==> src/rtl/wb_rr_arbiter_pkg.sv <==
// Shared definitions for the Wishbone round-robin arbiter: FSM encoding,
// byte-enable width derivation and a constant-safe clog2.
package wb_rr_arbiter_pkg;

  typedef enum logic {
    ST_IDLE  = 1'b0,
    ST_GRANT = 1'b1
  } state_t;

  function automatic int unsigned clog2(input int unsigned v);
    int unsigned r;
    r = 0;
    for (int unsigned i = 0; i < 32; i++)
      if ((32'd1 << i) < v) r = i + 1;
    return r;
  endfunction

  function automatic int unsigned byte_en_width(input int unsigned dw);
    return dw / 8;
  endfunction

endpackage

==> src/rtl/rr_pick.sv <==
// Combinational round-robin picker: first requester searching upward from
// (last+1) mod N, wrapping; returns one-hot winner, its index and a found flag.
module rr_pick #(
  parameter int unsigned N  = 2,
  parameter int unsigned IW = 1
) (
  input  logic [N-1:0]  req,
  input  logic [IW-1:0] last,
  output logic [N-1:0]  win,
  output logic [IW-1:0] idx,
  output logic          any
);

  logic [IW-1:0] cand;

  always_comb begin
    win  = '0;
    idx  = '0;
    any  = 1'b0;
    cand = '0;
    for (int unsigned off = 1; off <= N; off++) begin
      cand = IW'((32'(last) + off) % N);
      if (!any && req[cand]) begin
        any       = 1'b1;
        win[cand] = 1'b1;
        idx       = cand;
      end
    end
  end

endmodule

==> src/rtl/wb_rr_arbiter.sv <==
// Round-robin Wishbone arbiter: grants whole cyc-to-cyc cycles to one of
// NUM_MASTERS masters, muxes it onto the slave bus and aborts hung cycles.
module wb_rr_arbiter
  import wb_rr_arbiter_pkg::*;
#(
  parameter  int unsigned NUM_MASTERS    = 2,
  parameter  int unsigned BUS_DATA_WIDTH = 32,
  parameter  int unsigned BUS_ADDR_WIDTH = 8,
  parameter  int unsigned TIMEOUT        = 255,
  localparam int unsigned BE_W           = byte_en_width(BUS_DATA_WIDTH)
) (
  input  logic                                wb_clk_i,
  input  logic                                wb_rst_i,
  input  logic [NUM_MASTERS-1:0]              wbm_cyc_i,
  input  logic [NUM_MASTERS-1:0]              wbm_stb_i,
  input  logic [NUM_MASTERS-1:0]              wbm_we_i,
  input  logic [NUM_MASTERS*BE_W-1:0]         wbm_sel_i,
  input  logic [NUM_MASTERS*BUS_ADDR_WIDTH-1:0] wbm_adr_i,
  input  logic [NUM_MASTERS*BUS_DATA_WIDTH-1:0] wbm_dat_i,
  output logic [BUS_DATA_WIDTH-1:0]           wbm_dat_o,
  output logic [NUM_MASTERS-1:0]              wbm_ack_o,
  output logic [NUM_MASTERS-1:0]              wbm_err_o,
  output logic                                wbs_cyc_o,
  output logic                                wbs_stb_o,
  output logic                                wbs_we_o,
  output logic [BE_W-1:0]                     wbs_sel_o,
  output logic [BUS_ADDR_WIDTH-1:0]           wbs_adr_o,
  output logic [BUS_DATA_WIDTH-1:0]           wbs_dat_o,
  input  logic [BUS_DATA_WIDTH-1:0]           wbs_dat_i,
  input  logic                                wbs_ack_i,
  output logic [NUM_MASTERS-1:0]              gnt_o
);

  localparam int unsigned IW = clog2(NUM_MASTERS);

  state_t                 state, state_nx;
  logic [NUM_MASTERS-1:0] gnt_nx;
  logic [IW-1:0]          last, last_nx;
  logic [NUM_MASTERS-1:0] pick_win;
  logic [IW-1:0]          pick_idx;
  logic                   pick_any;
  logic                   active, cyc_g, stb_raw, abort;

  rr_pick #(
    .N  (NUM_MASTERS),
    .IW (IW)
  ) u_pick (
    .req  (wbm_cyc_i),
    .last (last),
    .win  (pick_win),
    .idx  (pick_idx),
    .any  (pick_any)
  );

  // The last-winner pointer doubles as the mux select while granted.
  assign active  = |gnt_o;
  assign cyc_g   = active & wbm_cyc_i[last];
  assign stb_raw = cyc_g & wbm_stb_i[last];

  if (TIMEOUT > 0) begin : g_wd
    localparam int unsigned WDW = clog2(TIMEOUT + 1);
    logic [WDW-1:0] wd;

    // Ack in the terminal cycle suppresses the abort.
    assign abort = stb_raw & ~wbs_ack_i & (wd == WDW'(TIMEOUT));

    always_ff @(posedge wb_clk_i) begin
      if (wb_rst_i || state != ST_GRANT || !stb_raw || wbs_ack_i || abort)
        wd <= '0;
      else
        wd <= wd + 1'b1;
    end
  end else begin : g_no_wd
    assign abort = 1'b0;
  end

  always_comb begin
    state_nx = state;
    gnt_nx   = gnt_o;
    last_nx  = last;
    case (state)
      ST_IDLE: begin
        if (pick_any) begin
          state_nx = ST_GRANT;
          gnt_nx   = pick_win;
          last_nx  = pick_idx;
        end
      end
      ST_GRANT: begin
        if (!cyc_g || abort) begin
          state_nx = ST_IDLE;
          gnt_nx   = '0;
        end
      end
    endcase
  end

  always_ff @(posedge wb_clk_i) begin
    if (wb_rst_i) begin
      state <= ST_IDLE;
      gnt_o <= '0;
      last  <= IW'(NUM_MASTERS - 1);
    end else begin
      state <= state_nx;
      gnt_o <= gnt_nx;
      last  <= last_nx;
    end
  end

  always_comb begin
    wbs_we_o  = 1'b0;
    wbs_sel_o = '0;
    wbs_adr_o = '0;
    wbs_dat_o = '0;
    if (active) begin
      wbs_we_o  = wbm_we_i[last];
      wbs_sel_o = wbm_sel_i[last*BE_W +: BE_W];
      wbs_adr_o = wbm_adr_i[last*BUS_ADDR_WIDTH +: BUS_ADDR_WIDTH];
      wbs_dat_o = wbm_dat_i[last*BUS_DATA_WIDTH +: BUS_DATA_WIDTH];
    end
  end

  assign wbs_cyc_o = cyc_g & ~abort;
  assign wbs_stb_o = stb_raw & ~abort;
  assign wbm_dat_o = wbs_dat_i;
  assign wbm_ack_o = gnt_o & {NUM_MASTERS{wbs_ack_i & wbs_stb_o}};
  assign wbm_err_o = gnt_o & {NUM_MASTERS{abort}};

endmodule

==> config.mk <==
export PLATFORM = sky130hd
export DESIGN_NAME = wb_rr_arbiter
export DESIGN_NICKNAME = d
export VERILOG_FILES = /design/src/rtl/wb_rr_arbiter_pkg.sv /design/src/rtl/rr_pick.sv /design/src/rtl/wb_rr_arbiter.sv
export SDC_FILE = /design/constraint.sdc
export NUM_CORES = 1
export LEC_CHECK = 0
export ABC_AREA = 0
export CAP_MARGIN = 20
export CORE_AREA = 2 2 83 85
export CTS_CLUSTER_SIZE = 40
export DETAILED_ROUTE_END_ITERATION = 10
export DIE_AREA = 0 0 85 87
export GPL_ROUTABILITY_DRIVEN = 0
export PLACE_DENSITY = 0.91
export SYNTH_ARGS = -nofsm -noshare
export SYNTH_HDL_FRONTEND = slang
export SYNTH_HIERARCHICAL = 1
export SYNTH_SLANG_ARGS = --single-unit
==> constraint.sdc <==
create_clock -name wb_clk_i -period 2.1 [get_ports wb_clk_i]
set_input_delay 0.315 -clock wb_clk_i [delete_from_list [all_inputs] [get_ports wb_clk_i]]
set_output_delay 0.315 -clock wb_clk_i [all_outputs]
set_load 0.02 [all_outputs]
### After elaboration in Yosys (flattened, before gate mapping)

Cells that the tools add are included.

| storage, ports and cells | value |
|---|---|
| bits in registers | 12 |
| word-level logic and storage cells | 75 |

| cells by class | value |
|---|---|
| equality and inequality tests | 3 |
| shifts and indexed selects | 3 |
| bitwise logic cells | 13 |
| add/sub/neg operators | 3 |
| reductions and logical operators | 14 |
| mux-type cells | 30 |
| magnitude comparators | 5 |

Operators by type and width:

| kind | number |
|---|---|
| 64-bit by 7-bit variable part select with 32-bit output | 1 |
| 32-bit 2-to-1 mux | 1 |
| 1-bit 2-to-1 mux | 19 |
| 16-bit by 5-bit variable part select with 8-bit output | 1 |
| 8-bit by 1-bit adder with 8-bit output (second input constant) | 1 |
| 8-bit equality test (second input constant) | 1 |
| 2-bit 2-to-1 mux | 4 |
| 8-bit 2-to-1 mux | 1 |
| 8-bit by 4-bit variable part select with 4-bit output | 1 |
| 1-bit AND | 7 |
| 1-bit by 2-bit < comparator with 1-bit output (second input constant) | 3 |
| 1-bit logical OR | 5 |
| 2-bit AND | 2 |
| 4-bit 2-to-1 mux | 1 |
| 2-bit case mux with 2 select lines | 1 |
| 2-bit AND reduction | 2 |
| 1-bit logical AND | 3 |
| 1-bit zero test | 3 |
| 1-bit inverter | 3 |
| 1-bit adder (second input constant) | 2 |
| 1-bit demux with 1-bit select | 2 |
| 1-bit greater-or-equal comparator (second input constant) | 2 |
| 2-bit by 1-bit != test with 1-bit output (second input constant) | 1 |
| 2-bit != test (second input constant) | 1 |
| other kinds (3) | 3 |

### Logic depth before layout (Yosys ltp)

| depth | value |
|---|---|
| word-level depth | 10 |
| mapped depth | 5 |

### Modules after synthesis

Netlist, hierarchy kept.

By module, submodules not included:

| module | area each (um2) | instances | cells each |
|---|---|---|---|
| wb_rr_arbiter | 1475.2 | 1 | 197 |
| rr_pick | 32.5 | 1 | 5 |

### Worst setup path before layout

OpenSTA, ideal clock, no wires.

| path | value |
|---|---|
| path kind | reg-to-output |
| start point | reg g_wd.wd[0] |
| end point | out wbm_err_o[0] |
| stages on the path, launching flop included | 6 |
| data arrival time | 1501 ps |
| data required time | 1785 ps |
| setup slack | 284 ps |
| cell sequence | dfxtp_1 -> ha_1 -> nand3_1 -> or4_4 -> nor3_2 -> and2_1 |

| on the way | value |
|---|---|
| longest elaborated chain between the ends | 3 |

RTL lines:

| element | RTL line | source |
|---|---|---|
| from (decl) | wb_rr_arbiter.sv:62 | `logic [WDW-1:0] wd;` |
| from (signal assigned) | wb_rr_arbiter.sv:71 | `wd <= wd + 1'b1;` |
| 8-bit equality test | wb_rr_arbiter.sv:65 | `assign abort = stb_raw & ~wbs_ack_i & (wd == WDW'(TIMEOUT));` |
| 1-bit AND | wb_rr_arbiter.sv:65 |  |
| 2-bit AND | wb_rr_arbiter.sv:127 | `assign wbm_err_o = gnt_o & {NUM_MASTERS{abort}};` |
| to (decl) | wb_rr_arbiter.sv:22 | `output logic [NUM_MASTERS-1:0] wbm_err_o,` |

No other way between the ends.

### Worst setup path after layout

| path | value |
|---|---|
| start point | in wbm_stb_i[1] |
| end point | out wbm_err_o[0] |

| on the way | value |
|---|---|
| longest elaborated chain between the ends | 6 |

RTL lines:

| element | RTL line | source |
|---|---|---|
| from (decl) | wb_rr_arbiter.sv:15 | `input logic [NUM_MASTERS-1:0] wbm_stb_i,` |
| 1-bit 2-to-1 mux (not written as such) (2 in series) | wb_rr_arbiter.sv:58 | `assign stb_raw = cyc_g & wbm_stb_i[last];` |
| 1-bit AND | wb_rr_arbiter.sv:58 |  |
| 1-bit AND (2 in series) | wb_rr_arbiter.sv:65 |  |
| 2-bit AND | wb_rr_arbiter.sv:127 |  |

No other way between the ends. The select of a mux whose other input is x is not followed.

==> out/results.tsv <==
stage	metric	value	unit
global_route	gr ovfl total	0	
final_layout	diode count	0	
timing	maximum clock rate	0.478	GHz
clocking	CTS tree	built	
power_and_ir_drop	Internal Power	0.000733	W
drt	drt pass-1 iters	4	
timing	worst clock skew	0.00214	ns
clocking	Inserted Clock Buffers	3	
drt	vias	1826	
power_and_ir_drop	Net Sw Power	0.000311	W
final_layout	area grow syn2layout	110	%
floorplanning	Initial Utilization	23.0	%
global_route	initial antenna violation count	0	
drt	DRT iter0 DRCs	45	
flow_run	Max Cap Violations	0	
clocking	Reg clk slew, reported paths	0.05	ns
setup_path	Setup crit start	wbm_stb_i[1]	
power_and_ir_drop	combinational share of power	52.8	%
final_layout	final net count	468	
floorplanning	die width	85	um
power_and_ir_drop	Max VDD drop	0.255	mV
power_and_ir_drop	Clk pwr share	24.0	%
setup_path	CP arrival	1.78	ns
timing	Hold Slack	0.622	ns
timing	normalized max-slew margin	59.3	%
floorplanning	Core ar.	6570	um^2
setup_path	critical path endpoint category	output port	
power_and_ir_drop	Sw Ratio	29.8	%
timing	RSZ-0062 raised after global routing	true	
setup_path	Max Fanout on Critical Path	2	
power_and_ir_drop	Power Dens Cells	331	nW/um^2
min_path	Hold/Removal Path Class	register to register	
timing	final max-slew violation count	0	
setup_path	Slowest-stage cell, CP	clkdlybuf4s50_1	
setup_path	r2r setup slk	0.41	ns
setup_path	CP Launch Type	input port	
setup_path	crit-path max cell delay	0.47	ns
setup_path	CP required	1.78	ns
drt	post-DR vias/cell	4.38	
drt	ANT nets after route	0	
clocking	cts hold-fix bufs	0	
placement	Final HPWL DP	4.67	mm
timing	final period utilization	99.6	%
clocking	clk_lat worst skew	0.24	ns
power_and_ir_drop	sequential share of power	23.2	%
global_route	gr usage total	14.1	%
synth	Mapped Cells	202	
timing	endpoints failing setup	0	
timing	Slew @ Worst Pin	0.608	ns
setup_path	Worst R2R Start	last	
final_layout	most frequent cells in the layout	clkdlybuf4s50_1 (116), nor2_1 (56), mux2i_1 (45)	
drt	routed length per instance	13.2	um
power_and_ir_drop	Pleak	1.67	nW
min_path	hold_sp	g_wd.wd[6]	
timing	Post-Route Setup TNS	0	ns
clocking	maximum buffer depth of the clock tree	2	
floorplanning	Die Area	7400	um^2
synth	Avg Inst Size Synth	7.46	um^2
synth	synthesized flop and latch total	12	
global_route	largest net degree at the start of global routing	30	
synth	synthesized area	1510	um^2
clocking	CTS Root Cell	clkbuf_8	
synth	register area share after synthesis	15.9	%
drt	DRC	0	
timing	Final Critical Period	2.09	ns
drt	DRT Wirelength	5.49	mm
setup_path	critical setup path kind	input port to output port	
timing	Final Hold Viols	0	
synth	Yosys cell types	29	
floorplanning	# IOs	214	
final_layout	commonest non-fill, non-tap cell in the layout	clkdlybuf4s50_1	
final_layout	share of cells above drive strength 1	14.2	%
clocking	clk sinks	12	
floorplanning	Core Rows	30	
global_route	number of global-route vias before repair	1814	
setup_path	critical path cell sequence	clkdlybuf4s50_1 -> mux2i_2 -> or4_4 -> nor3_4 -> and2_4 -> buf_6	
synth	Post-Syn Nets	332	
run_status	status	complete, no violations	
floorplanning	Die Span Y	87	um
synth	YS warnings	6	
placement	Port Buf Inserts	149	
clocking	htree depth	1	
global_route	first-pass GRT wire length	8.50	mm
==> layout make-up <==
cell class / count / area, um^2
flip-flops and latches: 12 / 244
well taps: 80 / 100
multi-input cells: 145 / 1030
repair buffers: 173 / 1720
clock buffers: 4 / 55.1
inverters: 3 / 11.3
fillers: 612 / 3410
==> metrics by stage <==
step	cells	instance area (um^2)	setup WS [ns]	total power [W]	utilization, %
after floorplan	202	1510	0.284	0.000568	-
after global placement	410	3010	-0.352	0.000790	45.8
after detailed placement	410	3010	-0.430	0.000797	45.8
after CTS	415	3080	-0.000400	0.00104	46.9
after global routing	417	3160	-0.0569	0.00110	48.1
final	417	3160	0.00763	0.00104	48.1
==> power by group through the flow <==
stage	combinational, W	clock, W	sequential [W]
floorplan	0.000323	0	0.000245
global placement	0.000544	0	0.000246
detailed placement	0.000552	0	0.000246
CTS	0.000552	0.000252	0.000241
global route	0.000593	0.000260	0.000243
finish	0.000552	0.000251	0.000242
==> logic make-up after synthesis <==
kind of cell | share of synthesized area, %
and+or+nand+nor | 24.2
muxes | 31.2
buffers and inverters | 19.6
DFF | 15.9
AOI/OAI and AO/OA | 4.73
xor gates and xnor gates | 3.49
adders and majority gates | 0.830
==> worst max-delay path, delay by kind of cell <==
kind          cells  cell delay (ns)
simple gates      3             0.80
buf+inv           2             0.58
mux               1             0.08
==> layer usage <==
metal,GRT usage (%),part of all wire [%]
met5,0,0
met4,3.32,0.31
met3,4.27,9.1
met2,26.4,53
met1,15.4,38
==> cell usage after synthesis (all sizes together) <==
master / count / area (um^2)
nor2: 57 / 214
mux2i: 47 / 470
buf: 38 / 269
dfxtp: 12 / 240
nand3: 5 / 25.0
and2: 4 / 25.0
clkbuf: 4 / 15.0
a21boi: 3 / 22.5
a21oi: 3 / 15.0
and3: 3 / 18.8
inv: 3 / 11.3
nand2: 3 / 11.3
xnor2: 3 / 26.3
xor2: 3 / 26.3
a311oi: 2 / 17.5
nor2b: 2 / 12.5
nor3: 2 / 15.0
or2: 2 / 12.5
a211o: 1 / 8.76
ha: 1 / 12.5
nand4: 1 / 12.5
nor3b: 1 / 7.51
o211ai: 1 / 7.51
or4: 1 / 11.3
==> registers in the layout, summed over array words and instances (netlist names) <==
signal and count:
g_wd.wd 8, gnt_o 2, last 1, state 1
==> worst paths after layout <==
check        cells after the start      endpoint
max                              6  wbm_err_o[0]
min                              3    g_wd.wd[6]
max reg2reg                      7    g_wd.wd[4]
min reg2reg                      3    g_wd.wd[6]
==> what timing repair did <==
item,CTS,global route
endpoints found under the setup margin,34,28
gates resized for setup,46,24
pin swaps,3,5
setup buffers,1,2
Note: power is estimated with default switching activity, not from simulation.
